$ cat src/rtl/skid_buffer_pkg.sv
`default_nettype none
// ============================================================================
// Module      : skid_buffer_pkg
// Description : Shared types and helpers for the two-entry skid buffer.
//               Holds the occupancy state enumeration and decode helpers for
//               the registered handshake flags.
// Revision    : 1.0 - initial release
// ============================================================================
package skid_buffer_pkg;

    // Occupancy of the buffer: no entries, main only, main plus skid.
    typedef enum logic [1:0] {
        ST_EMPTY = 2'd0,
        ST_ONE   = 2'd1,
        ST_FULL  = 2'd2
    } sb_state_e;

    // Upstream may push whenever the skid slot is still free.
    function automatic logic sb_in_rdy(input sb_state_e s);
        return (s != ST_FULL);
    endfunction

    // Downstream sees valid data whenever main is occupied.
    function automatic logic sb_out_vld(input sb_state_e s);
        return (s != ST_EMPTY);
    endfunction

endpackage : skid_buffer_pkg
`default_nettype wire

$ cat src/rtl/dffen.sv
`default_nettype none
// ============================================================================
// Module      : dffen
// Description : Enable flop primitive without reset. Loads d on a rising
//               clock edge when en is high, otherwise holds.
// Ports       : clk - clock
//               en  - load enable
//               d   - next value [W-1:0]
//               q   - registered value [W-1:0]
// Revision    : 1.0 - initial release
// ============================================================================
module dffen #(
    parameter int W = 32
) (
    input  logic         clk,
    input  logic         en,
    input  logic [W-1:0] d,
    output logic [W-1:0] q
);

    always_ff @(posedge clk) begin
        if (en) begin
            q <= d;
        end
    end

endmodule : dffen
`default_nettype wire

$ cat src/rtl/skid_buffer.sv
`default_nettype none
// ============================================================================
// Module      : skid_buffer
// Description : Two-entry valid/ready skid buffer. Both handshake outputs are
//               taken straight from flops, so there is no combinational path
//               from out_rdy to in_rdy. The main entry drives out_data; the
//               skid entry absorbs the word accepted in the cycle that the
//               downstream stalls.
// Ports       : clk      - clock, rising edge
//               rst_n    - synchronous active-low reset
//               in_vld   - upstream payload valid
//               in_data  - upstream payload [W-1:0]
//               in_rdy   - registered, buffer accepts in_data this cycle
//               out_vld  - registered, out_data valid
//               out_data - registered payload to downstream [W-1:0]
//               out_rdy  - downstream accepts out_data this cycle
// Revision    : 1.0 - initial release
// ============================================================================
module skid_buffer
    import skid_buffer_pkg::*;
#(
    parameter int W = 32
) (
    input  logic         clk,
    input  logic         rst_n,
    input  logic         in_vld,
    input  logic [W-1:0] in_data,
    output logic         in_rdy,
    output logic         out_vld,
    output logic [W-1:0] out_data,
    input  logic         out_rdy
);

    sb_state_e    state_q;
    sb_state_e    state_d;
    logic         in_rdy_q;
    logic         in_rdy_d;
    logic         out_vld_q;
    logic         out_vld_d;
    logic         push;
    logic         pop;
    logic         main_en;
    logic         skid_en;
    logic [W-1:0] main_d;
    logic [W-1:0] main_q;
    logic [W-1:0] skid_q;

    assign push = in_vld  & in_rdy_q;
    assign pop  = out_vld_q & out_rdy;

    // Next state and data-register enables. Enables are forced low during
    // reset so handshake inputs in the reset cycle have no effect.
    always_comb begin
        state_d = state_q;
        main_en = 1'b0;
        skid_en = 1'b0;
        main_d  = in_data;

        if (rst_n) begin
            case (state_q)
                ST_EMPTY: begin
                    if (push) begin
                        main_en = 1'b1;
                        state_d = ST_ONE;
                    end
                end
                ST_ONE: begin
                    if (push && pop) begin
                        main_en = 1'b1;
                    end else if (pop) begin
                        state_d = ST_EMPTY;
                    end else if (push) begin
                        skid_en = 1'b1;
                        state_d = ST_FULL;
                    end
                end
                ST_FULL: begin
                    // in_rdy is low here, so only a pop can change anything.
                    if (pop) begin
                        main_en = 1'b1;
                        main_d  = skid_q;
                        state_d = ST_ONE;
                    end
                end
                default: begin
                    state_d = ST_EMPTY;
                end
            endcase
        end else begin
            state_d = ST_EMPTY;
        end

        in_rdy_d  = sb_in_rdy(state_d);
        out_vld_d = sb_out_vld(state_d);
    end

    always_ff @(posedge clk) begin
        if (!rst_n) begin
            state_q   <= ST_EMPTY;
            in_rdy_q  <= 1'b1;
            out_vld_q <= 1'b0;
        end else begin
            state_q   <= state_d;
            in_rdy_q  <= in_rdy_d;
            out_vld_q <= out_vld_d;
        end
    end

    // Payload registers carry no reset; out_data is meaningless while
    // out_vld is low.
    dffen #(.W(W)) u_main (
        .clk (clk),
        .en  (main_en),
        .d   (main_d),
        .q   (main_q)
    );

    dffen #(.W(W)) u_skid (
        .clk (clk),
        .en  (skid_en),
        .d   (in_data),
        .q   (skid_q)
    );

    assign in_rdy   = in_rdy_q;
    assign out_vld  = out_vld_q;
    assign out_data = main_q;

    a_state_legal: assert property (@(posedge clk) disable iff (!rst_n)
        state_q inside {ST_EMPTY, ST_ONE, ST_FULL});

    a_no_x: assert property (@(posedge clk) disable iff (!rst_n)
        !$isunknown({in_vld, out_rdy, main_en, skid_en}));

    a_no_push_full: assert property (@(posedge clk) disable iff (!rst_n)
        (state_q == ST_FULL) |-> !push);

    a_stall_stable: assert property (@(posedge clk) disable iff (!rst_n)
        (out_vld_q && !out_rdy) |=> (out_vld_q && $stable(main_q)));

endmodule : skid_buffer
`default_nettype wire

$ cat config.mk
export PLATFORM = sky130hd
export DESIGN_NAME = skid_buffer
export DESIGN_NICKNAME = d
export VERILOG_FILES = /design/src/rtl/skid_buffer_pkg.sv /design/src/rtl/dffen.sv /design/src/rtl/skid_buffer.sv
export SDC_FILE = /design/constraint.sdc
export NUM_CORES = 1
export LEC_CHECK = 0
export BUFFER_PORTS_ARGS = -buffer_cell sky130_fd_sc_hd__buf_2
export CORE_MARGIN = 5
export CORE_UTILIZATION = 50
export DETAILED_ROUTE_END_ITERATION = 8
export PLACE_DENSITY = 0.76
export SYNTH_ARGS = -nofsm -noshare
export SYNTH_HDL_FRONTEND = slang
export SYNTH_HIERARCHICAL = 1
export SYNTH_SLANG_ARGS = --single-unit
export TNS_END_PERCENT = 5
$ cat constraint.sdc
create_clock -name clk -period 2.8 [get_ports clk]
set_clock_uncertainty 0.15 [all_clocks]
set_input_delay 0.42 -clock clk [delete_from_list [all_inputs] [get_ports clk]]
set_output_delay 0.42 -clock clk [all_outputs]
set_load 0.01 [all_outputs]
==> flow_metrics.tcl <==
set metrics [dict create \
    post_cts_resize_count 0 \
    outcome "finished clean" \
    final_common_cell "buf_2" \
    clockRootBuffer "clkbuf_8" \
    avgSynthCellArea_um2 21.4 \
    vias 1364 \
    crit_fanout 32 \
    fp.dieH_um 82.9 \
    nNetsFinal 239 \
    power_switching_uw 429 \
    first_global_vias 1482 \
    met1_length_um 1830 \
    worstMarginPinSlew_ps 804 \
    cp_slowest_cell "nand4_4" \
    synth-simple-area-share_pct 3.77 \
    period_needed_ps 2260 \
    multiInputGateArea_um2 626 \
    critPathLaunchType "flop" \
    syn_nets 160 \
    coreArea_um2 5140 \
    grt-ovfl-total 0 \
    hold_class "in2reg" \
    holdBufCountCts 0 \
    num_io_pins 70 \
    seqCellArea_um2 2000 \
    sequentialPowerShare_pct 57.4 \
    p_per_area_nw_per_um2 641 \
    crit_arrival_ps 2190 \
    cts_setup_buffers 0 \
    cts_tree "built" \
    cp-end-kind "flop" \
    cellLeakagePower_uw 0.00134 \
    drv_cap 0 \
    combPwrFrac_pct 8.4 \
    p_int_uw 1650 \
    slowest_delay_ps 640 \
    synth-compound-area-share_pct 1.69 \
    crit_family "simple AND/OR/NAND/NOR gates" \
    max_freq_ghz 0.442 \
    fin_crit_sh_pct 80.9 \
    slew_viol_final 0 \
    clock-sinks 68 \
    rows 26 \
    muxShareOfSynthArea_pct 17.8 \
    grt_max_degree 33 \
    synth_cell_types 22 \
    cts_htree_levels 3 \
    synth_top_family_by_area "multiplexers" \
    ys_seq_area_share_pct 75.3 \
    criticalPathCategory "reg2reg" \
    synth_xor_area_share_pct 0 \
    post-dp-hpwl_um 3340 \
    place_congestion 0.737 \
    ys_top_cells_by_area "edfxtp_1 72%, mux2_4 17%, dfxtp_1 3.0%, buf_6 1.3%, mux2_2 0.85%" \
    cp_data_required_time_ps 2720 \
    setup_tns_ps 0 \
    final_cell_mix "69 x buf_2, 64 x edfxtp_1, 30 x mux2_4" \
    hold_violations 0 \
    syn_inst 124 \
    crit_chain "nor2b_4 -> nand4_4 -> mux2_4" \
    drive_gt1_share_pct 56.8 \
    max_slew_margin_pct 46.3 \
    clkTransAtPathRegs_ps 70 \
    numPortBuffers 69 \
    switching_share_pct 20.6 \
    rsz0062_at_grt "no" \
    wl_per_cell_um 16.7 \
    top_layer_used "met4" \
    drt_wl_total_um 4600 \
    synth_adder_area_share_pct 0 \
    finalNonFillerCells 276 \
    clk-insertion-delay-late_ps 330 \
    drt-initial-drc-count 80 \
    insertedDiodeCount 0 \
    yosysWarnings 6 \
    ys_seq_elements 68 \
    ir_drop_mv 0.315 \
    dieWidth_um 82.9 \
    viasPerCell 4.94 \
    first_pass_iters 4 \
    area_growth_pct 22.3 \
    start_util_pct 51.7 \
    grt_util_all_layers_pct 14.1 \
    yosysTopAreaCellShare_pct 72.3 \
    wl_met2_um 2510 \
    synthesis.area_um2 2660 \
    antenna_found_initial 0 \
    clock_power_share_pct 34.1 \
    numCtsBuffers 9 \
    critPathBufInv 0 \
    place_inst 262 \
    cts_buffer_depth 2 \
    n_fill_cell 391 \
    drc 0 \
    power_uw 2080 \
    route.met3.wl_um 249 \
    dieArea_um2 6870 \
    grt_pass1_wl_um 7510 \
    final_antenna_net_count 0 \
    synth_top_area_cell "edfxtp_1" \
    setup_viol 0 \
]
[layer usage]
layer,vias to the layer above,global-route usage (%)
li1,651,-
met1,660,16.3
met2,50,24.5
met3,3,5.05
met4,0,4.46
met5,-,0
[cell type report]
cell class | instances | share of cell area (%)
clock inverters | 4 | 1.31
clock buffers | 10 | 3.93
inverters | 1 | 0.116
repair buffers | 71 | 11.1
flip-flops and latches | 68 | 61.6
multi-input cells | 52 | 19.3
well taps | 70 | 2.70
[power groups by stage]
stage          registers, uW  clock network (uW)  logic, uW
6_report                1200                 711        176
5_1_grt                 1200                 785        190
4_1_cts                 1200                 732        178
3_5_place_dp            1220                   0        178
3_3_place_gp            1210                   0        169
2_1_floorplan           1230                   0       73.7
[synth_stat cells]
master    number
and3_1         1
o21a_1         1
nor2b_4        1
and4_1         1
nand3b_1       1
a221o_1        1
nand4_1        1
a21oi_1        1
mux2_4        30
nand4_4        1
nand4b_1       1
nand3_1        1
mux2_2         2
inv_1          1
buf_6          3
o211ai_1       1
o211a_1        1
o21ai_0        1
nand2_1        3
dfxtp_1        4
nor2_1         3
edfxtp_1      64
[state kept, by name (all words and copies together) (netlist names)]
name      count
u_main/q     32
u_skid/q     32
state_q       2
in_rdy        1
out_vld       1
[kinds of logic after synthesis]
logic type,Yosys count
buf+inv,4
compound gates,6
simple gates,14
flops,68
mux,32
[stage by stage]
stage / utilization, % / setup WS [ps] / hold slack, ps / instance area, um2
final: 63.2 / 535 / 135 / 3250
after global routing: 63.2 / 427 / 113 / 3250
after CTS: 63.2 / 547 / 115 / 3250
after detailed placement: 59.9 / 533 / 384 / 3080
after global placement: 59.9 / 651 / 380 / 3080
after floorplan: - / 226 / 369 / 2660
[worst register-to-register path: stages (launching register included)]
cell and delay [ps]:
dfxtp_1 430, nor2b_4 230, nand4_4 640, mux2_4 570
[path summary, 6_finish.rpt]
path | start | to | slack [ps] | depth (start not counted)
worst max register to register | state_q[1] | u_main/q[22] | 540 | 3
worst min-delay path | in_data[28] | u_skid/q[28] | 130 | 1
worst max-delay path | state_q[1] | u_main/q[22] | 540 | 3
worst min register to register | u_skid/q[17] | u_main/q[17] | 400 | 1
Note: power is estimated with default switching activity, not from simulation.
